==> src/rtl/adder_share_if.sv <==
// adder_share_if: request/response bundle between arithmetic clients and adder_share_arbiter
//   req_valid/req_ready : per-requester handshake, req_ready one-hot or zero
//   req_a/req_b         : 64-bit operands, requester i at [64*i+63:64*i]
//   rsp_valid/rsp_ready : result handshake
//   rsp_s/rsp_id        : 65-bit sum (bit 64 = carry-out) and issuing requester index
interface adder_share_if #(
    parameter int NREQ = 4,
    parameter int IDW  = 2
);
    logic [NREQ-1:0]    req_valid;
    logic [NREQ-1:0]    req_ready;
    logic [64*NREQ-1:0] req_a;
    logic [64*NREQ-1:0] req_b;
    logic               rsp_valid;
    logic               rsp_ready;
    logic [64:0]        rsp_s;
    logic [IDW-1:0]     rsp_id;

    modport master (
        output req_valid, req_a, req_b, rsp_ready,
        input  req_ready, rsp_valid, rsp_s, rsp_id
    );

    modport slave (
        input  req_valid, req_a, req_b, rsp_ready,
        output req_ready, rsp_valid, rsp_s, rsp_id
    );
endinterface

==> src/rtl/adder_share_arbiter.sv <==
// adder_share_arbiter: round-robin sharing of one Brent-Kung 64-bit adder among NREQ requesters
//   clk, rst  : clock, synchronous active-high reset
//   bus       : adder_share_if slave (requests in, tagged 65-bit results out)
//   op_count  : number of delivered results, wraps
//   busy      : either pipeline stage holds valid data
module adder_share_arbiter #(
    parameter int NREQ = 4,
    parameter int IDW  = 2,
    parameter int CNTW = 32
) (
    input  logic            clk,
    input  logic            rst,
    adder_share_if.slave    bus,
    output logic [CNTW-1:0] op_count,
    output logic            busy
);
    // Brent-Kung prefix adder: up-sweep builds power-of-two group carries,
    // down-sweep fills in the remaining prefixes from those groups.
    function automatic logic [64:0] bk_add(input logic [63:0] a, input logic [63:0] b);
        logic [63:0] g;
        logic [63:0] p;
        logic [63:0] x;
        g = a & b;
        p = a ^ b;
        x = p;
        for (int l = 1; l <= 6; l++) begin
            for (int i = (1 << l) - 1; i < 64; i += (1 << l)) begin
                g[i] = g[i] | (p[i] & g[i - (1 << (l - 1))]);
                p[i] = p[i] & p[i - (1 << (l - 1))];
            end
        end
        for (int l = 5; l >= 1; l--) begin
            for (int i = (1 << l) + (1 << (l - 1)) - 1; i < 64; i += (1 << l)) begin
                g[i] = g[i] | (p[i] & g[i - (1 << (l - 1))]);
                p[i] = p[i] & p[i - (1 << (l - 1))];
            end
        end
        return {g[63], x ^ {g[62:0], 1'b0}};
    endfunction

    logic            op_v;
    logic [63:0]     op_a;
    logic [63:0]     op_b;
    logic [IDW-1:0]  op_id;
    logic            res_v;
    logic [64:0]     res_s;
    logic [IDW-1:0]  res_id;
    logic [IDW-1:0]  ptr;
    logic [IDW-1:0]  nxt_ptr;
    logic [IDW-1:0]  gnt_idx;
    logic            gnt_any;
    logic [NREQ-1:0] grant;
    logic [63:0]     sel_a;
    logic [63:0]     sel_b;
    logic [64:0]     sum;
    logic            res_adv;
    logic            op_adv;
    logic            accept;
    int              best;

    assign res_adv = ~res_v | bus.rsp_ready;
    assign op_adv  = ~op_v | res_adv;

    // Requester with the smallest cyclic distance from ptr wins.
    always_comb begin
        gnt_any = 1'b0;
        gnt_idx = '0;
        nxt_ptr = ptr;
        best    = NREQ;
        sel_a   = '0;
        sel_b   = '0;
        for (int i = 0; i < NREQ; i++) begin
            if (bus.req_valid[i] && ((i + NREQ - int'(ptr)) % NREQ) < best) begin
                best    = (i + NREQ - int'(ptr)) % NREQ;
                gnt_any = 1'b1;
                gnt_idx = IDW'(i);
                nxt_ptr = IDW'((i + 1) % NREQ);
                sel_a   = bus.req_a[64*i +: 64];
                sel_b   = bus.req_b[64*i +: 64];
            end
        end
    end

    assign grant         = gnt_any ? (NREQ'(1) << gnt_idx) : '0;
    assign bus.req_ready = (rst || !op_adv) ? '0 : grant;
    assign accept        = gnt_any & op_adv;
    assign sum           = bk_add(op_a, op_b);

    always_ff @(posedge clk) begin
        if (rst) begin
            op_v     <= 1'b0;
            op_a     <= '0;
            op_b     <= '0;
            op_id    <= '0;
            res_v    <= 1'b0;
            res_s    <= '0;
            res_id   <= '0;
            ptr      <= '0;
            op_count <= '0;
        end else begin
            if (res_adv) begin
                res_v <= op_v;
                if (op_v) begin
                    res_s  <= sum;
                    res_id <= op_id;
                end
            end
            if (op_adv) begin
                op_v <= accept;
                if (accept) begin
                    op_a  <= sel_a;
                    op_b  <= sel_b;
                    op_id <= gnt_idx;
                    ptr   <= nxt_ptr;
                end
            end
            if (res_v && bus.rsp_ready)
                op_count <= op_count + 1'b1;
        end
    end

    assign bus.rsp_valid = res_v;
    assign bus.rsp_s     = res_s;
    assign bus.rsp_id    = res_id;
    assign busy          = op_v | res_v;
endmodule

==> src/flat_wrapper.sv <==
// flat-port wrapper written by rule: the top's interface ports become plain ports
module adder_share_arbiter_flat 
#(
    parameter int NREQ = 4,
    parameter int IDW  = 2,
    parameter int CNTW = 32
)
  (clk, rst, op_count, busy, bus_req_valid, bus_req_a, bus_req_b, bus_rsp_ready, bus_req_ready, bus_rsp_valid, bus_rsp_s, bus_rsp_id);
  adder_share_if #(.NREQ(NREQ), .IDW(IDW)) bus_i ();
  input  logic clk;
  input  logic rst;
  output logic [CNTW-1:0] op_count;
  output logic busy;
  input wire logic [$bits(bus_i.req_valid)-1:0] bus_req_valid;
  input wire logic [$bits(bus_i.req_a)-1:0] bus_req_a;
  input wire logic [$bits(bus_i.req_b)-1:0] bus_req_b;
  input wire logic [$bits(bus_i.rsp_ready)-1:0] bus_rsp_ready;
  output wire logic [$bits(bus_i.req_ready)-1:0] bus_req_ready;
  output wire logic [$bits(bus_i.rsp_valid)-1:0] bus_rsp_valid;
  output wire logic [$bits(bus_i.rsp_s)-1:0] bus_rsp_s;
  output wire logic [$bits(bus_i.rsp_id)-1:0] bus_rsp_id;
  assign bus_i.req_valid = bus_req_valid;
  assign bus_i.req_a = bus_req_a;
  assign bus_i.req_b = bus_req_b;
  assign bus_i.rsp_ready = bus_rsp_ready;
  assign bus_req_ready = bus_i.req_ready;
  assign bus_rsp_valid = bus_i.rsp_valid;
  assign bus_rsp_s = bus_i.rsp_s;
  assign bus_rsp_id = bus_i.rsp_id;
  adder_share_arbiter #(.NREQ(NREQ), .IDW(IDW), .CNTW(CNTW)) u_core (.clk(clk), .rst(rst), .bus(bus_i), .op_count(op_count), .busy(busy));
endmodule
==> config.mk <==
export PLATFORM = sky130hd
export DESIGN_NAME = adder_share_arbiter_flat
export DESIGN_NICKNAME = d
export VERILOG_FILES = /design/src/rtl/adder_share_if.sv /design/src/rtl/adder_share_arbiter.sv /design/src/flat_wrapper.sv
export SDC_FILE = /design/constraint.sdc
export NUM_CORES = 1
export LEC_CHECK = 0
export CAP_MARGIN = 20
export CORE_AREA = 2 2 244 246
export DETAILED_ROUTE_END_ITERATION = 8
export DIE_AREA = 0 0 246 248
export SKIP_CTS_REPAIR_TIMING = 1
export SYNTH_ARGS = -nofsm -noshare
export SYNTH_HDL_FRONTEND = slang
export SYNTH_SLANG_ARGS = --single-unit
export TNS_END_PERCENT = 10
==> constraint.sdc <==
create_clock -name clk -period 6.9 [get_ports clk]
set_input_delay 0.69 -clock clk [delete_from_list [all_inputs] [get_ports clk]]
set_output_delay 0.69 -clock clk [all_outputs]
set_load 0.005 [all_outputs]
; Word level (Yosys, flattened, before mapping)
; Cells that the tools add are included.
[word_totals]
regBits = 233
latchBits = 0
mem_bits_rw = 0
mem_bits_ro = 0
inputBits = 519
out_inout_bits = 105
word_cells = 368
memories = 0
[op_classes]
n_addsub = 5
n_mul = 0
div = 0
magnitude_cmp = 4
eq_ne = 0
shifts = 1
n_mux = 24
bitwise_logic = 310
reduce_logical = 15
[ops]
columns = op, count
row1 = $mux W64, 8
row2 = $and A1 B1 Y1, 182
row3 = $xor A64 B64 Y64, 2
row4 = $or A1 B1 Y1, 123
row5 = $lt A3 B32 Y1, 3
row6 = $mux W32, 3
row7 = $and A64 B64 Y64, 1
row8 = $add A32 B1 Y32 const B, 1
row9 = $sub A3 B2 Y4 const A, 4
row10 = $mux W2, 6
row11 = $mux W4, 2
row12 = $reduce_or A2 Y1, 4
row13 = $logic_and A1 B1 Y1, 5
row14 = $mux W1, 5
row15 = $lt A3 B4 Y1 const B, 1
row16 = $reduce_and A2 Y1, 2
row17 = $reduce_bool A4 Y1, 1
row18 = $shl A1 B2 Y4 const A, 1
row19 = $reduce_and A3 Y1, 1
row20 = $not A1 Y1, 2
row21 = $logic_not A1 Y1, 1
row22 = $logic_or A1 B1 Y1, 1

; Longest topological paths before layout
[depth]
word_depth = 22
ltp_mapped = 21
ltp_nobuf = 15

; Worst setup path before layout
; OpenSTA, ideal clock, no wires.
[synth_timing]
kind = input to output
startpoint = input bus_req_valid[0]
endpoint = output bus_req_ready[0]
arrival_time_ns = 3.720
required_time_ns = 6.210
slack_ns = 2.490
path_stages = 19
path_buffers = 7
cell_sequence = buf_2 -> buf_1 -> mux2i_1 -> a21oi_1 -> ha_1 -> o21a_1 -> nor2_1 -> o21ai_1 -> buf_2 -> clkbuf_1 -> buf_2 -> o21ai_0 -> ha_1 -> a21oi_1 -> o21ai_1 -> buf_2 -> buf_2 -> nand3b_1 -> nor2_1
[synth_between]
elab_chain_len = 14
elab_cells_between_ends = 20
cone_classes = order compare (3) / shift (1) / mux (12) / reduce/logical (4)
[synth_rtl]
columns = element, line
row1 = from (decl), flat_wrapper.sv:14  ; input wire logic [$bits(bus_i.req_valid)-1:0] bus_req_valid;
row2 = $logic_and A1 B1 Y1 *, adder_share_arbiter.sv:73  ; if (bus.req_valid[i] && ((i + NREQ - int'(ptr)) % NREQ) < best) begin
row3 = $mux W32, adder_share_arbiter.sv:73
row4 = $lt A3 B32 Y1, adder_share_arbiter.sv:73
row5 = $logic_and A1 B1 Y1, adder_share_arbiter.sv:73
row6 = $mux W32, adder_share_arbiter.sv:73
row7 = $lt A3 B32 Y1, adder_share_arbiter.sv:73
row8 = $logic_and A1 B1 Y1, adder_share_arbiter.sv:73
row9 = $mux W32, adder_share_arbiter.sv:73
row10 = $lt A3 B32 Y1, adder_share_arbiter.sv:73
row11 = $logic_and A1 B1 Y1, adder_share_arbiter.sv:73
row12 = $mux W2, adder_share_arbiter.sv:73
row13 = $shl A1 B2 Y4, adder_share_arbiter.sv:84  ; assign grant = gnt_any ? (NREQ'(1) << gnt_idx) : '0;
row14 = $mux W4 *, adder_share_arbiter.sv:84
row15 = $mux W4 *, adder_share_arbiter.sv:85  ; assign bus.req_ready = (rst || !op_adv) ? '0 : grant;
row16 = to (decl), flat_wrapper.sv:18  ; output wire logic [$bits(bus_i.req_ready)-1:0] bus_req_ready;
; Every way passes the cells marked *; elsewhere a longest branch is shown, timed or not.

; Worst setup path in the final report
[layout_timing]
startpoint = input bus_req_valid[1]
endpoint = output bus_req_ready[1]
[layout_between]
elab_chain_len = 11
elab_cells_between_ends = 16
cone_classes = order compare (2) / shift (1) / mux (10) / reduce/logical (3)
[layout_rtl]
columns = element, line
row1 = $logic_and A1 B1 Y1 *, adder_share_arbiter.sv:73
row2 = $mux W32, adder_share_arbiter.sv:73
row3 = $lt A3 B32 Y1, adder_share_arbiter.sv:73
row4 = $logic_and A1 B1 Y1, adder_share_arbiter.sv:73
row5 = $mux W32, adder_share_arbiter.sv:73
row6 = $lt A3 B32 Y1, adder_share_arbiter.sv:73
row7 = $logic_and A1 B1 Y1, adder_share_arbiter.sv:73
row8 = $mux W2, adder_share_arbiter.sv:73
row9 = $shl A1 B2 Y4, adder_share_arbiter.sv:84
row10 = $mux W4 *, adder_share_arbiter.sv:84
row11 = $mux W4 *, adder_share_arbiter.sv:85
; Marks and branches as above.

==> results.md <==
- The flow ran to the end, and the final reports show no timing, DRC or antenna violations.
- Among all flip-flop cells after synthesis, the most frequent one is dfxtp_1.
- Routability-driven placement finished with a final weighted congestion of 0.859.
- The transition time at the pin with the least slew margin is 1100 ps.
- The row count is 89.
- CTS built an H-tree with a depth of 1.
- The number of clock buffers inserted by TritonCTS is 29.
- The most common library cell in the layout ignoring fill and taps is clkdlybuf4s50_1.
- The count of routing violations after the opening detailed-route iteration is 825.
- Buffers placed on the I/O ports in this run total 623.
- STA classifies the critical path startpoint as an input pin.
- The first detailed-routing pass ran for 5 iterations.
- STA classifies the critical path endpoint as an output pin.
- The max-cap check violation count is 0.
- The clock transition at the registers of the reported paths is about 60 ps.
- The sum of routed wire length over all layers is ~60000 um.
- The classification of the worst-slack hold path is flop to flop.
- After synthesis the cells add up to ~15000 sq um.
- After detailed placement, the design holds a cell count of 3180.
- In the finished design, the share of the clock period the worst path needs comes to 77.2%.
- Across the VDD grid, the largest voltage drop is 0.184 mV.
- The largest net degree at the start of global routing is 179.
- Headroom to the max-slew limit came out at between 20% and 30%.
- The accumulated negative setup slack is 0 ps.
- Summed over all cells, the static leakage comes to 9.39 nW.
- The number of ports placed on the die boundary is 624.
- In this run the horizontal extent of the chip is around 250 um.
- For this run the aggregate overflow at the end of global routing stands at 0.
- Once layout is done, the placed cells without fillers occupy 22800 sq um.
- Clock tree synthesis found a total of 233 sinks.
- In the synthesized netlist the async set-or-reset flop fraction comes to 0%.
- Yosys mapped the design onto 53 distinct sky130hd cell types.
- The clock arrives with 23.2 ps of skew.
- Dividing the detail-routed wire length by the instance count gives between 15 and 20 um.
- The clock period could shrink to around 5300 ps.
- The critical path data required time is 6210 ps.
- The worst setup path is of the input pin to output pin kind.
- The highest attainable clock frequency is between 150 and 200 MHz.
- After synthesis, the mean cell area works out to 7.76 sq um.
- In this run the cell area measured after placement is approximately 22000 sq um.
- The power density over the cells is 249 nW/um^2.
- Setup repair after global routing left no endpoint under its margin.
- The maximum fanout count along the critical path is 25.
- Of the cells placed in the final design, the portion with a size suffix greater than 1 is 3.78%.
- After synthesis, flip-flops and latches occupy 31.2% of the total area.
- Counting flops with a built-in enable in the synthesized netlist gives 0.
- The number of flip-flops and latches in the synthesized netlist is 233.
- The wire length of the first global-routing pass is between 80000 and 90000 um.
- The overall track demand over capacity in global routing is 18.2%.
- The final routed DRC violation total is 0.
- The clock network latency to the later pin of the worst-skew pair is between 500 and 600 ps.
- The total area inside the core boundary comes to 58500 sq um.
- Compared with the post-synthesis result, the final layout area differs by 52.4%.
- The starting density of the core is roughly a quarter.
- The Yosys step of the flow raised 0 warnings.
- The count of final hold-check violations is 0.
- In this run the deepest clock path goes through 3 buffers.
- The floorplan step defined a die boundary enclosing a little over 60000 sq um.
- Data arrives at the worst endpoint at 4640 ps.
- Leaving out fill and tap cells, the most frequent cells in the layout are 621 x clkdlybuf4s50_1, 340 x nor2_1, 239 x nand2_1.
- The post-route antenna net violation count is 0.
- The half-perimeter wire length of the detailed placement result is roughly 46000 um.
- The total count of max-transition violations in the final report came to 0.
- CTS placed an instance of clkbuf_16 at the clock tree root.
- When the netlist entered floorplanning its net count stood at 2541.
- The number of antenna violations at the first check in global routing is 5.
- After detailed routing, the number of vias per cell comes to 4.93.
- TritonCTS built the clock tree.
- The vertical die dimension is between 200 and 250 um.
- The routed via count is 15974.
- The number of nets in the finished design is 3055.
- The number of global-route vias before repair came to 15430.
- The finished layout holds 3242 standard cells, fillers aside.
- Setup violations remaining at the end of the flow were counted as 0.
- The number of standard cells after synthesis is between 1500 and 2000.
power by group:
| group | internal [mW] | switching (mW) | total (mW) |
|---|---|---|---|
| registers | 1.58 | 0.199 | 1.78 |
| logic | 1.08 | 1.11 | 2.19 |
| clock network | 1.06 | 0.644 | 1.71 |
| total | 3.72 | 1.95 | 5.68 |
synth_stat cells, drive strengths merged (14+ instances only):
master / instances / area [sq um]
nor2: 342 / 1290
nand2: 240 / 901
dfxtp: 233 / 4660
a211oi: 162 / 1220
nand3: 146 / 731
mux2i: 130 / 1300
a31oi: 129 / 822
clkbuf: 119 / 447
a21oi: 82 / 410
ha: 66 / 826
buf: 41 / 250
xnor2: 40 / 350
fa: 32 / 641
o21ai: 31 / 155
inv: 21 / 78.8
a21o: 17 / 128
xor2: 15 / 131
nand4: 14 / 93.8
worst max-delay path: stages:
cell and delay (ps):
clkdlybuf4s50_1 640, inv_1 160, mux2i_1 150, a21oi_1 100
ha_1 220, o21a_1 180, nor2_1 170, o21ai_4 90
buf_4 230, nand2_1 100, o21ai_0 90, ha_1 280
a21oi_1 90, o21ai_4 160, buf_4 380, nand3b_1 230
nor2_1 160, clkdlybuf4s50_1 510
state kept, by name, indices dropped and copies added (netlist names):
name and count:
u_core.bus.rsp_id 2, u_core.bus.rsp_s 65, u_core.bus.rsp_valid 1, u_core.op_a 64, u_core.op_b 64, u_core.op_count 32, u_core.op_id 2, u_core.op_v 1
u_core.ptr 2
metrics by stage:
step	hold WS (ps)	worst slack, ps	utilization [%]	total power, mW
floorplan	432	2490	-	3.13
global placement	442	1650	37.1	3.96
detailed placement	446	1560	37.1	4.00
CTS	454	1560	38.9	5.75
global route	473	1290	38.9	6.06
finish	453	1570	38.9	5.68
cell type report:
type,count,area [sq um]
well taps,773,967
clock inverters,16,259
repair buffers,643,6400
multi-input cells,1510,9560
inverters,21,78.8
flip-flops and latches,233,4660
clock buffers,38,820
fillers,5981,35700
diodes,8,20.0
layer usage:
layer | vias to the layer above | wire (um) | track usage, %
met2 | 499 | 28900 | 31.2
met1 | 7494 | 25100 | 22.8
li1 | 7887 | - | -
met3 | 94 | 3550 | 3.25
met5 | - | 0 | 0
met4 | 0 | 2010 | 6.81
kinds of logic after synthesis:
family	count (synthesis)	synth area share (%)
mux	130	8.71
fa+ha+maj	98	9.82
xor+xnor	55	3.23
compound gates	443	19.7
simple gates	784	22.1
buf+inv	181	5.19
flops	233	31.2
final timing paths:
check | start | slack (ps) | depth (start not counted) | endpoint
worst max register to register | u_core.ptr[0]$_SDFFE_PP0P_ | 2570 | 17 | u_core.op_b[39]$_SDFFE_PP0P_
worst max-delay path | bus_req_valid[1] | 1570 | 18 | bus_req_ready[1]
worst min-delay path | u_core.bus.rsp_id[1]$_SDFFE_PP0P_ | 450 | 2 | u_core.bus.rsp_id[1]$_SDFFE_PP0P_
worst min register to register | u_core.bus.rsp_id[1]$_SDFFE_PP0P_ | 450 | 2 | u_core.bus.rsp_id[1]$_SDFFE_PP0P_
(Power assumes the default switching activity.)
